===== src/rtl/mole_pkg.sv =====
// Shared types and helpers for the whack-a-mole scheduler.
// FSM encodings, Galois LFSR tap masks and a constant clog2.
package mole_pkg;

  typedef enum logic [1:0] {
    S_IDLE,
    S_PICK,
    S_SHOW,
    S_GAP
  } state_t;

  function automatic int clog2(input int v);
    int r;
    r = 0;
    for (int i = 0; i < 31; i++) begin
      if ((1 << i) < v) r = i + 1;
    end
    return r;
  endfunction

  // Right-shifting Galois masks, maximal length
  function automatic logic [31:0] lfsr_taps(input int w);
    logic [31:0] t;
    unique case (w)
      3:       t = 32'h0000_0006;
      4:       t = 32'h0000_000C;
      5:       t = 32'h0000_0014;
      6:       t = 32'h0000_0030;
      7:       t = 32'h0000_0060;
      8:       t = 32'h0000_00B8;
      9:       t = 32'h0000_0110;
      10:      t = 32'h0000_0240;
      11:      t = 32'h0000_0500;
      12:      t = 32'h0000_0E08;
      13:      t = 32'h0000_1C80;
      14:      t = 32'h0000_3802;
      15:      t = 32'h0000_6000;
      16:      t = 32'h0000_B400;
      17:      t = 32'h0001_2000;
      18:      t = 32'h0002_0400;
      19:      t = 32'h0007_2000;
      20:      t = 32'h0009_0000;
      24:      t = 32'h00E1_0000;
      32:      t = 32'hA300_0000;
      default: t = 32'h0000_B400;
    endcase
    return t;
  endfunction

endpackage


===== src/rtl/lfsr_gen.sv =====
// Free-running Galois LFSR; reloads SEED if it ever collapses to zero.
module lfsr_gen
  import mole_pkg::*;
#(
  parameter int                LFSR_W = 16,
  parameter logic [LFSR_W-1:0] SEED   = LFSR_W'(16'hACE1)
) (
  input  logic              CLK100MHZ,
  input  logic              reset,
  output logic [LFSR_W-1:0] lfsr_out
);

  localparam logic [LFSR_W-1:0] TAPS = LFSR_W'(lfsr_taps(LFSR_W));

  logic [LFSR_W-1:0] r_lfsr;
  logic [LFSR_W-1:0] w_step;

  always_comb begin
    w_step = (r_lfsr >> 1) ^ (r_lfsr[0] ? TAPS : '0);
  end

  always_ff @(posedge CLK100MHZ) begin
    if (reset) begin
      r_lfsr <= SEED;
    end else if (r_lfsr == '0) begin
      r_lfsr <= SEED;
    end else begin
      r_lfsr <= w_step;
    end
  end

  assign lfsr_out = r_lfsr;

endmodule


===== src/rtl/mole_scheduler.sv =====
// Mole picker/timer: IDLE -> PICK -> SHOW -> GAP -> PICK while enabled.
// MOLE_NO_REPEAT_EN: forbid the same hole twice in a row.
module mole_scheduler
  import mole_pkg::*;
#(
  parameter int                NUM_HOLES      = 8,
  parameter int                HOLE_W         = 3,
  parameter int                TIME_W         = 3,
  parameter int                TICKS_PER_UNIT = 50000000,
  parameter int                GAP_TICKS      = 25000000,
  parameter int                LFSR_W         = 16,
  parameter logic [LFSR_W-1:0] SEED           = LFSR_W'(16'hACE1)
) (
  input  logic                 CLK100MHZ,
  input  logic                 reset,
  input  logic                 enable,
  input  logic                 hit_valid,
  input  logic [HOLE_W-1:0]    hit_hole,
  output logic                 pastenable,
  output logic                 mole_valid,
  output logic [HOLE_W-1:0]    mole,
  output logic [TIME_W-1:0]    moletime,
  output logic [NUM_HOLES-1:0] mole_onehot,
  output logic                 hit_ok,
  output logic                 miss
);

  localparam int PW = (clog2(TICKS_PER_UNIT) < 1) ? 1 : clog2(TICKS_PER_UNIT);
  localparam int GW = (clog2(GAP_TICKS) < 1) ? 1 : clog2(GAP_TICKS);
  localparam logic [PW-1:0]   PRE_MAX = PW'(TICKS_PER_UNIT - 1);
  localparam logic [GW-1:0]   GAP_MAX = GW'(GAP_TICKS - 1);
  localparam logic [HOLE_W:0] NH      = (HOLE_W + 1)'(NUM_HOLES);

  state_t r_state;
  state_t w_next;

  logic              r_pastenable;
  logic [HOLE_W-1:0] r_mole;
  logic [TIME_W-1:0] r_moletime;
  logic [TIME_W-1:0] r_units;
  logic [PW-1:0]     r_pre;
  logic [GW-1:0]     r_gap;
  logic              r_hit_ok;
  logic              r_miss;

  logic [LFSR_W-1:0] w_lfsr;
  logic [HOLE_W-1:0] w_cand;
  logic [TIME_W-1:0] w_tfield;
  logic [TIME_W-1:0] w_time;
  logic              w_reject;
  logic              w_rise;
  logic              w_hit;
  logic              w_wrap;
  logic              w_tout;
  logic              w_accept;
  logic              w_hit_ev;
  logic              w_miss_ev;
  logic              w_unused;

`ifdef MOLE_NO_REPEAT_EN
  logic [HOLE_W:0]   r_last;
`endif

  lfsr_gen #(
    .LFSR_W (LFSR_W),
    .SEED   (SEED)
  ) u_lfsr (
    .CLK100MHZ (CLK100MHZ),
    .reset     (reset),
    .lfsr_out  (w_lfsr)
  );

  assign w_unused = ^w_lfsr;

  always_comb begin
    w_cand   = w_lfsr[HOLE_W-1:0];
    w_tfield = w_lfsr[HOLE_W +: TIME_W];
    w_time   = (w_tfield == '0) ? TIME_W'(1) : w_tfield;
    w_reject = ({1'b0, w_cand} >= NH);
`ifdef MOLE_NO_REPEAT_EN
    w_reject = w_reject | ({1'b0, w_cand} == r_last);
`endif
    w_rise   = enable & ~r_pastenable;
    w_hit    = hit_valid & (hit_hole == r_mole);
    w_wrap   = (r_pre == '0);
    w_tout   = w_wrap & (r_units == TIME_W'(1));
  end

  // Enable low overrides every state; hit beats a coincident timeout
  always_comb begin
    w_next    = r_state;
    w_accept  = 1'b0;
    w_hit_ev  = 1'b0;
    w_miss_ev = 1'b0;
    if (!enable) begin
      w_next = S_IDLE;
    end else begin
      unique case (r_state)
        S_IDLE: begin
          if (w_rise) w_next = S_PICK;
        end
        S_PICK: begin
          if (!w_reject) begin
            w_next   = S_SHOW;
            w_accept = 1'b1;
          end
        end
        S_SHOW: begin
          if (w_hit) begin
            w_next   = S_GAP;
            w_hit_ev = 1'b1;
          end else if (w_tout) begin
            w_next    = S_GAP;
            w_miss_ev = 1'b1;
          end
        end
        S_GAP: begin
          if (r_gap == '0) w_next = S_PICK;
        end
        default: w_next = S_IDLE;
      endcase
    end
  end

  always_ff @(posedge CLK100MHZ) begin
    if (reset) begin
      r_state      <= S_IDLE;
      r_pastenable <= 1'b0;
      r_mole       <= '0;
      r_moletime   <= '0;
      r_units      <= '0;
      r_pre        <= '0;
      r_gap        <= '0;
      r_hit_ok     <= 1'b0;
      r_miss       <= 1'b0;
`ifdef MOLE_NO_REPEAT_EN
      r_last       <= NH;
`endif
    end else begin
      r_state      <= w_next;
      r_pastenable <= enable;
      r_hit_ok     <= w_hit_ev;
      r_miss       <= w_miss_ev;
      if (w_accept) begin
        r_mole     <= w_cand;
        r_moletime <= w_time;
        r_units    <= w_time;
        r_pre      <= PRE_MAX;
      end else if (r_state == S_SHOW) begin
        if (w_wrap) begin
          r_pre   <= PRE_MAX;
          r_units <= r_units - TIME_W'(1);
        end else begin
          r_pre <= r_pre - PW'(1);
        end
      end
      if (w_next == S_GAP && r_state != S_GAP) begin
        r_gap <= GAP_MAX;
      end else if (r_state == S_GAP && r_gap != '0) begin
        r_gap <= r_gap - GW'(1);
      end
`ifdef MOLE_NO_REPEAT_EN
      if (w_hit_ev | w_miss_ev) r_last <= {1'b0, r_mole};
`endif
    end
  end

  always_comb begin
    mole_onehot = '0;
    for (int i = 0; i < NUM_HOLES; i++) begin
      mole_onehot[i] = mole_valid & (r_mole == HOLE_W'(i));
    end
  end

  assign pastenable = r_pastenable;
  assign mole_valid = (r_state == S_SHOW);
  assign mole       = r_mole;
  assign moletime   = r_moletime;
  assign hit_ok     = r_hit_ok;
  assign miss       = r_miss;

endmodule


===== config.mk =====
export PLATFORM = sky130hd
export DESIGN_NAME = mole_scheduler
export DESIGN_NICKNAME = d
export VERILOG_FILES = /design/src/rtl/mole_pkg.sv /design/src/rtl/lfsr_gen.sv /design/src/rtl/mole_scheduler.sv
export SDC_FILE = /design/constraint.sdc
export NUM_CORES = 1
export LEC_CHECK = 0
export CORE_MARGIN = 4
export CORE_UTILIZATION = 25
export DETAILED_ROUTE_END_ITERATION = 8
export SYNTH_ARGS = -nofsm -noshare
export SYNTH_HDL_FRONTEND = slang
export SYNTH_SLANG_ARGS = --single-unit
export TNS_END_PERCENT = 5

===== constraint.sdc =====
create_clock -name CLK100MHZ -period 3.03 [get_ports CLK100MHZ]
set_input_delay 0.4545 -clock CLK100MHZ [delete_from_list [all_inputs] [get_ports CLK100MHZ]]
set_output_delay 0.4545 -clock CLK100MHZ [all_outputs]
set_load 0.01 [all_outputs]

**Word-level counts from Yosys, hierarchy flattened**

Cells that the tools add are included.
W data, S select, Z words.

- Output and inout bits: 18
- Input port bits: 7
- Bits in registers: 81
- Word-level logic and storage cells: 82

- Equality and inequality tests: 14
- Bitwise logic cells: 15
- Reductions and logical operators: 18
- Add/subtract/negate cells: 3
- Multiplexer cells: 20

Operators by type and width:

| operator | count |
|---|---|
| $mux W26 | 3 |
| $mux W25 | 2 |
| $logic_not A26 Y1 | 1 |
| $sub A26 B1 Y26 const B | 1 |
| $logic_not A25 Y1 | 1 |
| $reduce_bool A25 Y1 | 1 |
| $sub A25 B1 Y25 const B | 1 |
| $logic_not A16 Y1 | 1 |
| $mux W16 | 1 |
| $xor A15 B16 Y16 | 1 |
| $eq A3 B3 Y1 const B | 4 |
| $mux W3 | 4 |
| $and A1 B1 Y1 | 11 |
| $mux W2 | 5 |
| $pmux W2 S4 | 1 |
| $eq A2 B2 Y1 const B | 3 |
| $eq A3 B1 Y1 const B | 2 |
| $eq A3 B2 Y1 const B | 2 |
| $logic_not A3 Y1 | 2 |
| $reduce_bool A2 Y1 | 3 |
| $reduce_or A2 Y1 | 3 |
| $mux W1 | 4 |
| $reduce_or A4 Y1 | 1 |
| $eq A3 B3 Y1 | 1 |
| other kinds (8) | 11 |

**Depth between registers and ports, before layout**

- Word-level depth: 9
- Gate-level depth with buffers: 9
- Mapped depth without buffers: 7

**By module**

From an unflattened synthesis, not the netlist that was laid out.

- Cell total of the unflattened synthesis: 430
- Area, all modules: 3876.2 µm²

By module, submodules not included:

| module | times used | seq. area each (µm²) | area an instance (µm²) | cells each |
|---|---|---|---|---|
| mole_scheduler | 1 | 1301.2 | 3279.4 | 376 |
| lfsr_gen | 1 | 320.3 | 596.8 | 54 |

**Least setup slack after synthesis**

No wires, ideal clock.

- Path type: reg2reg
- From: register r_pre[0]
- To: register r_gap[14]
- Setup time: 0.106 ns
- Data required time: 2.924 ns
- Buffers on the path: 2
- Setup slack: 0.771 ns
- Stages on the path, launching flop included: 10
- Data arrival time: 2.153 ns
- Clock period less this slack: 2.259 ns
- Cells stage by stage: dfxtp_1 > inv_1 > ha_1 > or4b_1 > or2_1 > clkbuf_1 > o31ai_2 > nand2_1 > clkbuf_1 > o311ai_0

- Longest elaborated chain between the ends: 9
- Elaborated cells on any way between the ends: 10
- Those cells by class: eq/ne: 1; mux: 5; bitwise: 1; reduce/logical: 3

RTL lines:

| element | line | RTL |
|---|---|---|
| start, declared | mole_scheduler.sv:41 | `logic [PW-1:0] r_pre;` |
| start signal, assigned | mole_scheduler.sv:154 | `r_pre <= r_pre - PW'(1);` |
| $logic_not A26 Y1 (*) | mole_scheduler.sv:85 | `w_wrap = (r_pre == '0);` |
| $and A1 B1 Y1 (*) | mole_scheduler.sv:86 | `w_tout = w_wrap & (r_units == TIME_W'(1));` |
| $mux W2 (*) | mole_scheduler.sv:112 | `end else if (w_tout) begin` |
| $mux W2 (*) | mole_scheduler.sv:109 | `if (w_hit) begin` |
| $pmux W2 S4 (*) | mole_scheduler.sv:98 | `unique case (r_state)` |
| $mux W2 (*) | mole_scheduler.sv:95 | `if (!enable) begin` |
| $eq A2 B2 Y1 (*) | mole_scheduler.sv:157 | `if (w_next == S_GAP && r_state != S_GAP) begin` |
| $logic_and A1 B1 Y1 (*) | mole_scheduler.sv:157 |  |
| $mux W25 or $reduce_bool A2 Y1 (tied branches) | n/a |  |
| end signal, assigned | mole_scheduler.sv:160 | `r_gap <= r_gap - GW'(1);` |
| end, declared | mole_scheduler.sv:42 | `logic [GW-1:0] r_gap;` |

Every way passes the cells marked *; elsewhere a longest branch is shown, timed or not.
A chain may end at the register's enable or synchronous reset.

**Worst setup path in the final report**

- From: register r_state[1]
- To: output port mole_onehot[4]

- Longest elaborated chain between the ends: 2

RTL lines:

| element | line | RTL |
|---|---|---|
| start, declared | mole_scheduler.sv:34 | `state_t r_state;` |
| start signal, assigned | mole_scheduler.sv:140 | `r_state <= w_next;` |
| $eq A2 B2 Y1 | mole_scheduler.sv:176 | `assign mole_valid = (r_state == S_SHOW);` |
| $and A1 B1 Y1 | mole_scheduler.sv:171 | `mole_onehot[i] = mole_valid & (r_mole == HOLE_W'(i));` |
| end, declared | mole_scheduler.sv:23 | `output logic [NUM_HOLES-1:0] mole_onehot,` |

No other way between the ends.

==> results.cfg <==
[synthesis]
synth.largest_area_cell = sky130_fd_sc_hd__dfxtp_1
synthesized_area_fraction_occupied_by_ao_oa_aoi_and_oai_cells_pct = 14.9
synth_ff_type = sky130_fd_sc_hd__dfxtp_1
synth_top_cell_area_share_pct = 41.8
mean_instance_size_in_the_synthesized_netlist_um2 = 8.71
ys_ff_latch = 81
yosys_warnings = 0
syn_area_um2 = 3880
synth_edf_count = 0
synth.yosys.seq_area_share_pct = 41.8
synth_cells = 445
synth_xor_area_share_pct = 7.46
synthMuxAreaShare_pct = 0.549
synth_top_cells_by_area = sky130_fd_sc_hd__dfxtp_1 42%, sky130_fd_sc_hd__xnor2_1 5.9%, sky130_fd_sc_hd__a21oi_1 4.0%
synth_simple_gate_area_share_pct = 30.2
synth_cell_types = 58
synth_adder_area_share_pct = 1.61
number_of_nets_produced_by_synthesis = 457
ys_async_sr_fraction_pct = 0
combinational_family_with_the_most_area_after_synthesis = simple AND/OR/NAND/NOR gates

[global_routing]
globalRoute.totalOverflow = 0
grt_use_total_pct = 11.0
grt_pass1_wl_um = 16200
first_global_vias = 3259
grt_antenna_before_repair = 0
grt_start_max_net_pins = 60

[clock_network]
htreeDepth = 3
tritoncts = built
clock_latency_at_the_later_pin_of_the_worst_skew_pair_ps = 330
post-cts-setup-buffer-count = 0
ctsRootBufferMaster = sky130_fd_sc_hd__clkbuf_16
ctsLongestPathBuffers = 2
clk_pin_slew_worst_paths_ps = 70
cts_resized = 0
numClockSinks = 81
postCtsHoldBufs = 0
cts_buffers = 9

[sta]
finalWorstPathRequiredPeriod_ps = 2680
rsz0062_at_grt = no
holdWs_ps = 447
fmax_mhz = 374
slew_headroom_pct = 39.0
final.setup_skew_ps = 10.1
share_of_the_clock_period_used_by_the_worst_path_after_layout_pct = 88.4
setup_total_negative_slack_ps = 0
timing_worst_slew_pin_value_ps = 912
setup_viol = 0
final_hold_viol_count = 0
drv_slew = 0

[power]
finalPower_mw = 2.62
clock_power_share_pct = 42.7
power_leakage_nw = 1.57
cellInternalPower_mw = 1.92
power.density_nw_per_um2 = 567
seqPwrFrac_pct = 44.8
power.net_switching_mw = 0.698
switching_share_pct = 26.7
vdd_ir_drop_max_mv = 0.288
power.share.combinational_pct = 12.5

[die]
core_region_area_um2 = 15200
ioPinCount = 25
start_util_pct = 25.5
die_x_um = 133
floorplan.die_area_um2 = 17600
core.rowCount = 45
fp.dieH_um = 133

[drt]
detailedRoute.firstIterationViolations = 268
drt_pre_antenna_iters = 4
avgViaCountPerCell = 5.01
detail_route.drc_violations = 0
totalWireLength_um = 9390
routed_via_count = 3286
postRouteAntennaNets = 0
avgRoutedWirePerCell_um = 14.3

[final_layout]
final_antenna_diode_count = 0
layout.cells.most_common_list = 81 x sky130_fd_sc_hd__dfxtp_1, 35 x sky130_fd_sc_hd__nand2_1, 31 x sky130_fd_sc_hd__a21oi_1, 26 x sky130_fd_sc_hd__nor2_1, 26 x sky130_fd_sc_hd__xnor2_1
utilization_pct = 30.4
post_route_cells_drive_above_1_share_pct = 8.97
syn2layout_area_growth_pct = 19.0
final_nets = 475
final_common_cell = sky130_fd_sc_hd__dfxtp_1
fillCellCount = 1595

[setup_path]
critPathRequiredTime_ps = 2580
timing.critical_path.cells = nand2b_1 -> buf_4 -> nor4b_1 -> clkdlybuf4s50_1
worst_r2r_path_depth = 7
cp_data_arrival_time_ps = 2220
setup.worst_path.class = reg2out
end_kind = output pin
max_stage_delay_ps = 600
worst-path-max-fanout = 11
cpMaxStageDelayCell = sky130_fd_sc_hd__clkdlybuf4s50_1
crit_path_start_kind = register

[place]
place_congestion = 0.827
place_hpwl_um = 6810
io_buffer_count = 24

[outcome]
status = complete, no violations

[run]
timing.max_cap.violations = 0

[hold_path]
timing.hold.worst_path_depth = 1
worst_hold_path_type = reg2reg
-- worst paths after layout --
kind	startpoint	to	slack, ps
setup / recovery	r_state[1]	mole_onehot[4]	350
hold / removal	u_lfsr.lfsr_out[8]	u_lfsr.lfsr_out[7]	450
setup reg to reg	r_pre[0]	r_gap[14]	430
hold reg to reg	u_lfsr.lfsr_out[8]	u_lfsr.lfsr_out[7]	450
-- routing by layer --
metal	track usage [%]	share of wire (%)	vias to the layer above
met5	0	0	-
met4	4.10	2.1	0
met3	2.55	3.4	14
met2	17.9	47	42
met1	14.3	48	1555
li1	-	-	1675
-- cells by family (layout without fill, tap and decap cells) --
kind of cell,Yosys count,count (layout)
muxes,2,2
buffers and inverters,35,58
adders and majority gates,5,5
DFF,81,81
xor gates and xnor gates,33,33
and+or+nand+nor,202,202
AOI/OAI and AO/OA,87,87
-- stage by stage --
step | setup WS (ps) | instance area (µm²) | std cells
finish | 353 | 4610 | 656
global route | 156 | 4610 | 656
CTS | 330 | 4610 | 656
detailed placement | 433 | 4300 | 640
global placement | 489 | 4300 | 640
floorplan | 771 | 3880 | 445
-- state kept, by name, summed over array words and instances, names as in the netlist --
name and flops:
r_pre 26, r_gap 25, u_lfsr.lfsr_out 16, mole 3, moletime 3, r_units 3, r_state 2, hit_ok 1
miss 1, pastenable 1
-- power by group through the flow --
stage,clock [mW],combinational [mW],sequential (mW)
4_1_cts,1.15,0.328,1.17
6_report,1.12,0.327,1.17
3_5_place_dp,0,0.326,1.19
2_1_floorplan,0,0.258,1.18
5_1_grt,1.19,0.365,1.18
3_3_place_gp,0,0.318,1.19
-- area by class of cell --
class | instances | area (µm²) | area share [%]
clock inverters | 6 | 72.6 | 1.57
well taps | 188 | 235 | 5.10
inverters | 12 | 45.0 | 0.976
flip-flops and latches | 81 | 1620 | 35.1
repair buffers | 30 | 280 | 6.07
multi-input cells | 329 | 2120 | 46.0
clock buffers | 10 | 239 | 5.18
-- worst max-delay path, delay by kind of cell, from the launching register on --
kind	cells	cell delay (ps)
DFF	1	500
buffers and inverters	2	840
and+or+nand+nor	2	550
-- cell usage after synthesis (11+ instances only) --
master / instances
sky130_fd_sc_hd__clkbuf_1: 20
sky130_fd_sc_hd__xnor2_1: 26
sky130_fd_sc_hd__nand3_1: 11
sky130_fd_sc_hd__nor4_1: 18
sky130_fd_sc_hd__nor2_1: 26
sky130_fd_sc_hd__nor3_1: 24
sky130_fd_sc_hd__a21oi_1: 31
sky130_fd_sc_hd__or4_1: 18
sky130_fd_sc_hd__or3_1: 11
sky130_fd_sc_hd__nand2_1: 35
sky130_fd_sc_hd__o21ai_0: 12
sky130_fd_sc_hd__inv_1: 11
sky130_fd_sc_hd__dfxtp_1: 81
No activity file was read; power rests on OpenSTA's default activity.
